File: src/rtl/pix_xfer_pkg.sv
// pix_xfer_pkg: shared FSM state encoding and transfer constants for the pixel-to-UART reader.
package pix_xfer_pkg;
    typedef enum logic [2:0] {
        IDLE, RD_REQ, RD_WAIT, SEND_R, SEND_G, SEND_B, NEXT, FINISH
    } state_t;
    localparam int BYTES_PER_PIXEL = 3;
    localparam int ADDR_STRIDE = 4;
endpackage

File: src/rtl/uart_tx_byte.sv
// uart_tx_byte: 8N1 byte serializer.
// Ports: clk, rst_n (sync, active-low), tx_start (accepted only while idle),
// tx_data (byte to send), txd (serial line, idle high), tx_busy (frame in progress).
module uart_tx_byte #(
    parameter int CLKS_PER_BIT = 434
) (
    input  logic       clk,
    input  logic       rst_n,
    input  logic       tx_start,
    input  logic [7:0] tx_data,
    output logic       txd,
    output logic       tx_busy
);
    localparam int CW = $clog2(CLKS_PER_BIT + 1);
    logic [CW-1:0] cnt;
    logic [3:0]    idx;
    logic [9:0]    shreg;
    // The frame (stop, data, start) is shifted out LSB first with ones filling
    // in behind, so bit 0 is the line level both during and between frames.
    assign txd = shreg[0];
    always_ff @(posedge clk) begin
        if (!rst_n) begin
            tx_busy <= 1'b0;
            cnt     <= '0;
            idx     <= '0;
            shreg   <= '1;
        end else if (!tx_busy) begin
            if (tx_start) begin
                tx_busy <= 1'b1;
                shreg   <= {1'b1, tx_data, 1'b0};
                cnt     <= '0;
                idx     <= '0;
            end
        end else if (cnt == CW'(CLKS_PER_BIT - 1)) begin
            cnt   <= '0;
            shreg <= {1'b1, shreg[9:1]};
            idx   <= idx + 4'd1;
            if (idx == 4'd9)
                tx_busy <= 1'b0;
        end else begin
            cnt <= cnt + CW'(1);
        end
    end
endmodule

File: src/rtl/sdram_pixel_uart_reader.sv
// sdram_pixel_uart_reader: reads RGB pixel words over Avalon-MM and streams R,G,B bytes out of a UART.
// Ports: start/base_addr/pix_count request a frame; master_* is a single-outstanding Avalon-MM
// read master; uart_txd is the 8N1 line; busy spans the frame, done pulses once at its end.
module sdram_pixel_uart_reader
    import pix_xfer_pkg::*;
#(
    parameter int CLKS_PER_BIT = 434,
    parameter int CNT_W        = 20
) (
    input  logic             clk,
    input  logic             rst_n,
    input  logic             start,
    input  logic [31:0]      base_addr,
    input  logic [CNT_W-1:0] pix_count,
    input  logic             master_waitrequest,
    output logic [31:0]      master_address,
    output logic             master_read,
    input  logic [31:0]      master_readdata,
    input  logic             master_readdatavalid,
    output logic             uart_txd,
    output logic             busy,
    output logic             done
);
    state_t           state, state_nx;
    logic [31:0]      addr;
    logic [CNT_W-1:0] remaining;
    logic [23:0]      pixel;
    logic             sent, sending, take_data, tx_start, tx_busy;
    logic [7:0]       tx_data;
    logic             unused_hi;
    assign unused_hi      = ^master_readdata[31:24];
    assign master_address = addr;
    assign tx_data = state == SEND_R ? pixel[23:16] : state == SEND_G ? pixel[15:8] : pixel[7:0];
    always_comb begin
        state_nx    = state;
        master_read = 1'b0;
        take_data   = 1'b0;
        done        = 1'b0;
        busy        = state != IDLE;
        sending     = state inside {SEND_R, SEND_G, SEND_B};
        // sent marks that this state's byte has been handed over; a byte
        // completes once the serializer drops busy after that.
        tx_start    = sending && !sent && !tx_busy;
        case (state)
            IDLE:    if (start) state_nx = pix_count == '0 ? FINISH : RD_REQ;
            RD_REQ: begin
                master_read = 1'b1;
                if (!master_waitrequest) begin
                    take_data = master_readdatavalid;
                    state_nx  = master_readdatavalid ? SEND_R : RD_WAIT;
                end
            end
            RD_WAIT: begin
                take_data = master_readdatavalid;
                if (master_readdatavalid) state_nx = SEND_R;
            end
            SEND_R:  if (sent && !tx_busy) state_nx = SEND_G;
            SEND_G:  if (sent && !tx_busy) state_nx = SEND_B;
            SEND_B:  if (sent && !tx_busy) state_nx = NEXT;
            NEXT:    state_nx = remaining == CNT_W'(1) ? FINISH : RD_REQ;
            FINISH: begin
                done     = 1'b1;
                state_nx = IDLE;
            end
            default: state_nx = IDLE;
        endcase
    end
    always_ff @(posedge clk) begin
        if (!rst_n) state <= IDLE;
        else        state <= state_nx;
    end
    always_ff @(posedge clk) begin
        if (!rst_n) begin
            addr      <= '0;
            remaining <= '0;
            pixel     <= '0;
            sent      <= 1'b0;
        end else begin
            if (state == IDLE && start) begin
                addr      <= base_addr;
                remaining <= pix_count;
            end
            if (take_data)
                pixel <= master_readdata[23:0];
            if (tx_start)
                sent <= 1'b1;
            else if (sending && sent && !tx_busy)
                sent <= 1'b0;
            if (state == NEXT) begin
                addr      <= addr + 32'(ADDR_STRIDE);
                remaining <= remaining - CNT_W'(1);
            end
        end
    end
    uart_tx_byte #(.CLKS_PER_BIT(CLKS_PER_BIT)) u_tx (
        .clk     (clk),
        .rst_n   (rst_n),
        .tx_start(tx_start),
        .tx_data (tx_data),
        .txd     (uart_txd),
        .tx_busy (tx_busy)
    );
endmodule

File: config.mk
export PLATFORM = sky130hd
export DESIGN_NAME = sdram_pixel_uart_reader
export DESIGN_NICKNAME = d
export VERILOG_FILES = /design/src/rtl/pix_xfer_pkg.sv /design/src/rtl/uart_tx_byte.sv /design/src/rtl/sdram_pixel_uart_reader.sv
export SDC_FILE = /design/constraint.sdc
export NUM_CORES = 1
export LEC_CHECK = 0
export CORE_ASPECT_RATIO = 0.9
export CORE_MARGIN = 2
export CORE_UTILIZATION = 25
export CTS_BUF_LIST = sky130_fd_sc_hd__clkbuf_4
export CTS_CLUSTER_DIAMETER = 40
export CTS_CLUSTER_SIZE = 24
export DETAILED_ROUTE_END_ITERATION = 10
export DONT_BUFFER_PORTS = 1
export SLEW_MARGIN = 20
export SYNTH_ARGS = -nofsm -noshare
export SYNTH_HDL_FRONTEND = slang
export SYNTH_SLANG_ARGS = --single-unit
File: constraint.sdc
create_clock -name clk -period 2 [get_ports clk]
set_input_delay 0.2 -clock clk [delete_from_list [all_inputs] [get_ports clk]]
set_output_delay 0.2 -clock clk [all_outputs]
set_load 0.05 [all_outputs]
==> results of run 1 <==
[power by group through the flow]
stage | registers [mW] | logic, mW | clock network (mW)
global route | 3.01 | 4.87 | 1.17
finish | 2.94 | 4.46 | 1.06
CTS | 2.93 | 4.39 | 1.10
detailed placement | 2.98 | 4.20 | 0
floorplan | 3.43 | 2.52 | 0
global placement | 2.96 | 4.19 | 0
[cells in the mapped netlist, drive strengths merged, types with 3 or more instances]
| cell | count | area, µm² |
|---|---|---|
| o31a | 3 | 26.3 |
| mux2i | 38 | 380 |
| a41oi | 3 | 26.3 |
| clkbuf | 25 | 93.8 |
| a31oi | 17 | 113 |
| buf | 23 | 116 |
| a21oi | 51 | 255 |
| xnor2 | 5 | 43.8 |
| or4 | 8 | 60.1 |
| nand4 | 14 | 87.6 |
| a21o | 4 | 30.0 |
| o211ai | 10 | 75.1 |
| a22oi | 9 | 67.6 |
| and3 | 14 | 87.6 |
| nor2 | 73 | 274 |
| nor4b | 3 | 41.3 |
| and2 | 7 | 43.8 |
| inv | 7 | 26.3 |
| dfxtp | 103 | 2060 |
| xor2 | 4 | 35.0 |
| o311ai | 3 | 26.3 |
| nand3b | 5 | 53.8 |
| a211oi | 12 | 90.1 |
| nor3 | 20 | 100 |
| o21ai | 33 | 165 |
| o21a | 5 | 37.5 |
| o211a | 3 | 30.0 |
| nand2 | 70 | 270 |
| o22ai | 6 | 37.5 |
| and4 | 6 | 52.6 |
| o221ai | 3 | 26.3 |
| ha | 7 | 87.6 |
| a311oi | 6 | 52.6 |
| nor4 | 13 | 96.3 |
| or3 | 4 | 25.0 |
| nand3 | 27 | 135 |
[per-layer routing]
layer	track usage [%]	up-vias	wire (µm)
met5	0	-	0
met4	4.36	0	226
met3	3.24	16	1080
met2	23.7	162	8070
met1	21.2	2660	8630
li1	-	2746	-
[logic make-up (layout without fill, tap and decap cells)]
kind of cell	count (synthesis)	in the layout
adders and majority gates	7	7
buffers and inverters	57	177
AOI/OAI and AO/OA	180	180
DFF	103	103
and+or+nand+nor	277	277
muxes	40	40
xor gates and xnor gates	9	9
other	0	2
[critical path: stages, from the launching register on]
cell and delay, ns:
dfxtp_1 0.37, inv_1 0.10, ha_1 0.21, or3b_2 0.52, nor4b_4 0.29, xor2_1 0.17
nand2_1 0.07, a21oi_1 0.12
[registers in the layout (all words and copies together), names as in the netlist]
signal	flops
pixel	24
u_tx.tx_busy	1
u_tx.cnt	9
u_tx.shreg	9
remaining	20
u_tx.idx	4
master_address	32
state	3
sent	1
[how the worst max path moves through the flow]
stage               depth (start not counted)                 end                from
detailed placement                          5            state[1]            state[1]
global placement                            5            state[1]            state[1]
finish                                      7        remaining[8]        remaining[0]
global route                                6        remaining[7]            state[2]
floorplan                                   6  master_address[27]  master_address[15]
CTS                                         5  master_address[23]            state[1]
[through the flow]
step / instances / power (mW) / worst slack, ns / utilization (%)
6_report: 1086 / 8.46 / 0.0825 / 33.4
5_1_grt: 1086 / 9.04 / -0.00116 / 33.4
4_1_cts: 1084 / 8.42 / 0.0159 / 33.3
3_5_place_dp: 989 / 7.18 / -0.0348 / 28.9
3_3_place_gp: 989 / 7.15 / -0.0158 / 28.9
2_1_floorplan: 673 / 5.95 / 0.00633 / -
[repair_timing]
action	4_1_cts	5_1_grt
gates resized for setup	2	8
endpoints found under the setup margin	2	24
cloned	0	0
hold buffers	80	0
hold endpoints to repair	88	0
[area by class of cell]
| type | count | area share (%) |
|---|---|---|
| Multi-Input combinational cell | 513 | 44.6 |
| Sequential cell | 103 | 28.9 |
| Timing Repair Buffer | 153 | 19.2 |
| Tap cell | 291 | 5.06 |
| Clock buffer | 9 | 0.939 |
| Clock inverter | 6 | 0.713 |
| Inverter | 9 | 0.469 |
| Antenna cell | 2 | 0.0695 |
[cells in the final DEF (no fill, tap or decap), types with 4 or more instances in the layout]
cell type	instances
clkbuf_4	9
or3_1	4
and3_1	14
o22ai_1	6
and4_1	5
inv_1	7
nand3_1	27
a22oi_1	9
a311oi_1	6
o21a_1	5
buf_4	71
nand2_1	67
or4_1	8
dfxtp_1	90
a31oi_1	16
a211oi_1	12
dfxtp_2	11
o21ai_0	33
mux2i_1	38
xnor2_1	5
ha_1	7
nor2_1	71
and2_1	6
nand4_1	14
nor3_1	20
xor2_1	4
a21oi_1	51
nor4_1	11
dlygate4sd3_1	79
o211ai_1	10
==> flow_metrics.py, run 1 <==
metrics = {
    "placed_design": {
        "hpwl_um": 12600,
        "gp_congestion": 0.811,
        "place_area_mm2": 0.00623,
        "port_buffers": 0,
    },
    "logic_synthesis": {
        "synthArstFlopShare_pct": 0,
        "yosys.area_share.simple_pct": 26.2,
        "synth_seq_cells": 103,
        "synth_nets": 769,
        "syn_inst": 673,
        "muxShareOfSynthArea_pct": 7.35,
        "synth_ff_type": "dfxtp_1",
        "synth_edf_count": 0,
        "seq_area_frac_synth_pct": 37.6,
        "synthesis.area_mm2": 0.00548,
        "ys_warn_count": 0,
        "synth_top_family_by_area": "simple AND/OR/NAND/NOR gates",
        "synth_area_per_cell_um2": 8.14,
        "synth-adder-area-share_pct": 1.60,
        "synth.distinct_cells": 67,
        "synth-compound-area-share_pct": 21.3,
        "synth_xor_area_share_pct": 1.44,
    },
    "floorplanning": {
        "core_area_mm2": 0.0216,
        "die_w_um": 160,
        "die_h_um": 144,
        "dieArea_mm2": 0.0231,
        "start_util_pct": 25.4,
        "ios": 125,
        "core.rowCount": 51,
    },
    "power": {
        "p_switching_mw": 3.98,
        "leakagePower_nw": 2.85,
        "p_per_area_mw_per_mm2": 1180,
        "ir_worst_vdd_mv": 0.411,
        "switching_share_pct": 47.1,
        "p_comb_share_pct": 52.7,
        "p_clk_share_pct": 12.5,
        "seqPwrFrac_pct": 34.8,
        "intPower_mw": 4.48,
    },
    "timing": {
        "timing.hold.ws_ns": 0.0174,
        "period_minus_slack_ns": 1.92,
        "slew_violations": 0,
        "tns_ns": 0,
        "finalCritPeriodShare_pct": 95.9,
        "fmax_ghz": 0.522,
        "relSlewSlack_pct": 62.9,
        "worst_pin_slew_ns": 0.555,
        "setup_viol": 0,
        "hold_viol": 0,
        "finalClockSkew_ns": 0.0271,
    },
    "final_layout": {
        "fin_area_mm2": 0.00720,
        "nFillCells": 2299,
        "multi_input_area_mm2": 0.00321,
        "drive_gt1_share_pct": 15.8,
        "synthToLayoutAreaGrowth_pct": 31.4,
        "final_nets": 885,
        "register_area_mm2": 0.00208,
    },
    "worst_setup_path": {
        "critPathLaunchType": "flop",
        "r2r-start": "remaining[0]",
        "reg2reg_to": "remaining[8]",
        "path_class": "flop to flop",
        "crit_path_max_fanout": 4,
        "r2r_slack_ns": 0.08,
        "cp.arrival_ns": 2.35,
        "endpoint_kind": "flop",
        "required_ns": 2.43,
        "r2r_cells": 7,
    },
    "cts": {
        "clk_pin_slew_ns": 0.19,
        "cts_setup_buffers": 0,
        "numClockSinks": 103,
        "cts_root_buf": "clkbuf_4",
        "cts_htree_levels": 3,
        "clockBufferDepth": 2,
        "cts_buffers": 9,
        "cts_tree": "done",
        "clock_latency_ns": 0.49,
    },
    "worst_hold_path": {
        "hold_end": "remaining[10]",
        "hold_depth": 2,
        "hp-start": "rst_n",
        "hold_class": "input port to flop",
    },
    "route": {
        "drc": 0,
        "dr.pass1.iters": 5,
        "vias_per_cell": 5.14,
        "detail_route.wl_per_cell_um": 16.6,
        "wirelength_um": 18000,
        "drt-initial-drc-count": 403,
        "ant_nets": 0,
        "vias": 5584,
    },
    "global_route": {
        "grt_pass1_wl_um": 28100,
        "grt_start_max_net_pins": 44,
        "antenna_found_initial": 2,
        "track_usage_pct": 15.2,
        "grt_overflow": 0,
        "grt_pass1_vias": 5189,
    },
    "outcome": {
        "outcome": "finished, final reports clean",
    },
    "flow_run": {
        "maxCapViolCount": 0,
    },
}
No activity file was read; power rests on OpenSTA's default activity.
==> run 2: changes to the inputs <==
- clock period: 2 -> 2.18 ns (I/O delays scaled with it)
==> run 2 against run 1 <==
Compared with the run above:
- via count down 1.5%
- worst setup slack better by 0.048 ns
- non-clock buffer count down 16
- sequential share of layout area up 0.30 points
- flip-flop and latch count stayed put
- global-route usage shrank 0.70 points
- wire length decreased by 3.5%
- power down 9.4%
- clock skew grew 0.00075 ns
- clock-buffer cell count stayed put
- fmax decreased by 6.4%
==> flow_metrics.py, run 2 (same netlist as run 1, synthesis figures left out) <==
metrics = {
    "outcome": {
        "outcome": "finished, final reports clean",
    },
    "worst_setup_path": {
        "cp_slowest_cell": "or4_1",
        "cp.arrival_ns": 2.45,
        "critPathLaunchType": "flop",
        "required_ns": 2.58,
        "cpPeakStageDelay_ns": 0.55,
        "path_class": "flop to flop",
        "endpoint_kind": "flop",
        "cp_top_family": "simple AND/OR/NAND/NOR gates",
        "crit_buf_inv": 0,
        "cp_cell_sequence": "ha_1 -> and4_1 -> nand2_2 -> or4_1 -> and3_1 -> o21a_1",
        "crit_path_max_fanout": 7,
    },
    "route": {
        "drt-initial-drc-count": 380,
        "ant_nets": 0,
        "detail_route.wl_per_cell_um": 16.2,
        "dr.pass1.iters": 5,
        "wirelength_um": 17400,
        "vias_per_cell": 5.13,
        "vias": 5502,
        "drc": 0,
    },
    "power": {
        "ir_worst_vdd_mv": 0.317,
        "p_comb_share_pct": 51.1,
        "p_per_area_mw_per_mm2": 1090,
        "leakagePower_nw": 2.77,
        "seqPwrFrac_pct": 35.6,
        "intPower_mw": 4.10,
        "switching_share_pct": 46.4,
        "p_switching_mw": 3.56,
        "p_total_mw": 7.66,
        "p_clk_share_pct": 13.2,
    },
    "timing": {
        "tns_ns": 0,
        "setup_viol": 0,
        "slew_violations": 0,
        "hold_viol": 0,
        "finalClockSkew_ns": 0.0279,
        "relSlewSlack_pct": 54.3,
        "worst_slack_ns": 0.130,
        "worst_pin_slew_ns": 0.685,
        "period_minus_slack_ns": 2.05,
        "timing.hold.ws_ns": 0.0622,
        "finalCritPeriodShare_pct": 94.0,
        "fmax_ghz": 0.488,
        "rsz0062_at_grt": "false",
    },
    "placed_design": {
        "port_buffers": 0,
        "hpwl_um": 12100,
        "place_ws_ns": 0.196,
        "gp_congestion": 0.791,
        "place_area_mm2": 0.00612,
        "dpl.cell_count": 974,
    },
    "global_route": {
        "track_usage_pct": 14.5,
        "grt_pass1_vias": 5113,
        "grt_pass1_wl_um": 26900,
        "grt_start_max_net_pins": 44,
        "antenna_found_initial": 3,
        "grt_overflow": 0,
    },
    "final_layout": {
        "largest_reg_flops": 32,
        "final_nets": 869,
        "layout_common_cells": "dfxtp_1, dlygate4sd3_1, nor2_1, nand2_1, buf_4",
        "synthToLayoutAreaGrowth_pct": 28.8,
        "mostFrequentLayoutCell": "dfxtp_1",
        "layout.cells.non_filler": 1072,
        "postLayoutCoreUtil_pct": 32.7,
        "drive_gt1_share_pct": 11.7,
        "fin_area_mm2": 0.00706,
    },
    "cts": {
        "clock_latency_ns": 0.49,
        "clk_pin_slew_ns": 0.16,
        "numClockSinks": 103,
        "cts_htree_levels": 3,
        "cts_tree": "done",
        "cts_buffers": 9,
        "clockBufferDepth": 2,
        "cts_root_buf": "clkbuf_4",
    },
    "floorplanning": {
        "core.rowCount": 51,
        "start_util_pct": 25.4,
        "die_w_um": 160,
        "ios": 125,
        "core_area_mm2": 0.0216,
        "die_h_um": 144,
        "dieArea_mm2": 0.0231,
    },
    "flow_run": {
        "maxCapViolCount": 0,
    },
    "worst_hold_path": {
        "hold_class": "input port to flop",
    },
}
==> run 2: power by group through the flow <==
stage          registers [mW]  clock network [mW]  logic [mW]
6_report                 2.73                1.01        3.92
2_1_floorplan            3.13                   0        2.31
5_1_grt                  2.79                1.11        4.26
3_5_place_dp             2.76                   0        3.75
3_3_place_gp             2.75                   0        3.73
4_1_cts                  2.72                1.05        3.89
==> run 2: layout make-up <==
cell class	count	area [µm²]
inverter	9	33.8
sequential	103	2060
clock inverter	7	62.6
timing repair buffer	137	1290
clock buffer	9	67.6
multi-input combinational	513	3170
antenna	3	7.51
tap	291	364
fill	2347	14500
==> run 2: worst paths after layout <==
kind	start	to	slack, ns	cells after the start
hold / removal	master_waitrequest	state[2]	0.06	3
setup reg to reg	master_address[2]	master_address[22]	0.13	6
setup / recovery	master_address[2]	master_address[22]	0.13	6
hold reg to reg	u_tx.cnt[8]	u_tx.cnt[8]	0.51	1
==> run 2: tightest hold or removal path: cells and delay by family <==
kind / cells / cell delay [ns]
AOI/OAI and AO/OA: 2 / 0.19
and+or+nand+nor: 1 / 0.11
==> run 2: repair_timing <==
item,4_1_cts,5_1_grt
hold buffers,79,0
setup buffers,0,0
resized for setup,0,0
endpoints found under the hold margin,87,0
==> run 2: per-layer routing <==
| layer | vias up | track usage (%) | share of wire (%) |
|---|---|---|---|
| met2 | 152 | 22.7 | 46 |
| met5 | - | 0 | 0 |
| met1 | 2623 | 19.1 | 46 |
| met4 | 0 | 4.41 | 1.1 |
| li1 | 2714 | - | - |
| met3 | 13 | 4.67 | 7.5 |
==> run 3: changes to the inputs <==
- CTS_CLUSTER_DIAMETER: 40 -> 100
- RECOVER_POWER: not set -> 100
==> run 3 against run 2 <==
Compared with the run above:
- non-clock buffer count unchanged
- clock-buffer cell count unchanged
- critical path depth unchanged
- highest routed layer unchanged
- combinational power decreased by 4%
- first-iteration DRC count increased by 10%
- core utilization decreased by 0.75 points
- worst setup slack about the same
- power decreased by 2.4%
==> flow_metrics.py, run 3 (same netlist as run 1, synthesis figures left out) <==
metrics = {
    "power": {
        "leakagePower_nw": 2.62,
        "p_per_area_mw_per_mm2": 1080,
        "ir_worst_vdd_mv": 0.286,
    },
    "cts": {
        "clk_pin_slew_ns": 0.17,
        "clock_latency_ns": 0.49,
        "numClockSinks": 103,
        "cts_buffers": 9,
        "cts_htree_levels": 3,
        "cts_tree": "done",
        "cts_resized": 0,
        "clockBufferDepth": 2,
        "cts_root_buf": "clkbuf_4",
    },
    "placed_design": {
        "dpl.cell_count": 974,
        "place_ws_ns": 0.196,
        "hpwl_um": 12100,
        "port_buffers": 0,
        "gp_congestion": 0.791,
    },
    "timing": {
        "slew_violations": 0,
        "tns_ns": 0,
        "hold_viol": 0,
        "timing.hold.ws_ns": 0.0630,
        "relSlewSlack_pct": 42.8,
        "fmax_ghz": 0.488,
        "period_minus_slack_ns": 2.05,
        "rsz0062_at_grt": "false",
        "finalCritPeriodShare_pct": 94.0,
        "finalClockSkew_ns": 0.0292,
        "worst_pin_slew_ns": 0.858,
        "worst_slack_ns": 0.131,
        "setup_viol": 0,
    },
    "global_route": {
        "antenna_found_initial": 3,
        "grt_pass1_wl_um": 26900,
        "track_usage_pct": 14.5,
        "grt_overflow": 0,
        "grt_start_max_net_pins": 44,
        "grt_pass1_vias": 5113,
    },
    "floorplanning": {
        "dieArea_mm2": 0.0231,
        "core_area_mm2": 0.0216,
        "ios": 125,
        "die_h_um": 144,
        "die_w_um": 160,
        "core.rowCount": 51,
        "start_util_pct": 25.4,
    },
    "route": {
        "detail_route.wl_per_cell_um": 16.1,
        "vias": 5497,
        "ant_nets": 0,
        "drc": 0,
        "wirelength_um": 17300,
        "drt-initial-drc-count": 419,
        "vias_per_cell": 5.13,
        "dr.pass1.iters": 5,
    },
    "worst_setup_path": {
        "cpPeakStageDelay_ns": 0.54,
        "cp_cell_sequence": "ha_1 -> and4_1 -> nand2_2 -> or4_1 -> and3_1 -> o21a_1",
        "r2r-start": "master_address[3]",
        "path_class": "flop to flop",
        "crit_path_max_fanout": 7,
        "critPathLaunchType": "flop",
        "required_ns": 2.58,
        "crit_buf_inv": 0,
        "cp_slowest_cell": "or4_1",
        "cp_top_family": "simple AND/OR/NAND/NOR gates",
        "r2r_cells": 6,
        "reg2reg_to": "master_address[22]",
        "endpoint_kind": "flop",
        "r2r_slack_ns": 0.13,
        "cp.arrival_ns": 2.45,
    },
    "final_layout": {
        "mostFrequentLayoutCell": "dfxtp_1",
        "multi_input_area_mm2": 0.00315,
        "synthToLayoutAreaGrowth_pct": 25.9,
        "register_area_mm2": 0.00206,
        "drive_gt1_share_pct": 7.20,
        "layout.cells.non_filler": 1072,
        "layout_common_cells": "dfxtp_1, dlygate4sd3_1, nor2_1, nand2_1, a21oi_1",
        "final_nets": 869,
        "largest_reg_flops": 32,
        "nFillCells": 2388,
    },
    "worst_hold_path": {
        "hold_end": "state[2]",
        "hp-start": "master_waitrequest",
        "hold_depth": 3,
        "hold_class": "input port to flop",
    },
    "outcome": {
        "outcome": "finished, final reports clean",
    },
    "flow_run": {
        "maxCapViolCount": 0,
    },
}
-- run 3: cell count changes in the layout (fill, tap and decap cells not counted), sizes merged --
cell and delta:
buf -37, clkbuf +37
-- run 3: cell type report --
| class | count | share of cell area, % |
|---|---|---|
| well taps | 291 | 5.28 |
| repair buffers | 137 | 16.6 |
| clock inverters | 7 | 0.907 |
| multi-input cells | 513 | 45.7 |
| flip-flops and latches | 103 | 29.9 |
| clock buffers | 9 | 0.980 |
| diodes | 3 | 0.109 |
| inverters | 9 | 0.490 |
-- run 3: timing repair --
action                    4_1_cts  5_1_grt
hold buffers                   79        0
setup buffers                   0        0
hold endpoints to repair       87        0
-- run 3: worst max-delay path by stage --
| stage | from | to | slack, ns | cells past startpoint |
|---|---|---|---|---|
| final | master_address[3] | master_address[22] | 0.13 | 6 |
| after global routing | u_tx.tx_busy | u_tx.idx[1] | 0.004 | 5 |
| after CTS | master_address[2] | master_address[22] | 0.16 | 6 |
| after detailed placement | master_address[2] | master_address[22] | 0.20 | 6 |
| after global placement | master_address[2] | master_address[22] | 0.22 | 6 |
| after floorplan | master_address[4] | master_address[22] | 0.05 | 5 |
-- run 3: routing by layer --
| metal | track usage (%) | share of wire [%] | routed length [µm] | up-vias |
|---|---|---|---|---|
| li1 | - | - | - | 2718 |
| met2 | 22.7 | 45 | 7810 | 134 |
| met3 | 4.67 | 7.4 | 1280 | 15 |
| met5 | 0 | 0 | 0 | - |
| met1 | 19.1 | 46 | 7960 | 2630 |
| met4 | 4.41 | 1.4 | 234 | 0 |
-- run 3: where the power goes --
group / switching, mW / total (mW) / internal [mW]
clock: 0.676 / 1.02 / 0.343
sequential: 0.425 / 2.71 / 2.29
combinational: 2.44 / 3.75 / 1.31
total: 3.54 / 7.48 / 3.94
-- run 3: per-stage QoR --
stage,power [mW],util (%),cell area (µm²)
3_5_place_dp,6.51,28.4,6120
4_1_cts,7.67,32.7,7050
3_3_place_gp,6.48,28.4,6120
6_report,7.48,32.0,6900
5_1_grt,7.97,32.0,6900
2_1_floorplan,5.44,-,5480
-- run 3: worst reg2reg max path: cells and delay by family, from the launching register on --
family | cells | cell delay (ns)
flip-flops | 1 | 0.37
AND/OR/NAND/NOR | 4 | 1.15
adder cells (fa/ha/maj) | 1 | 0.27
AO/OA/AOI/OAI | 1 | 0.16
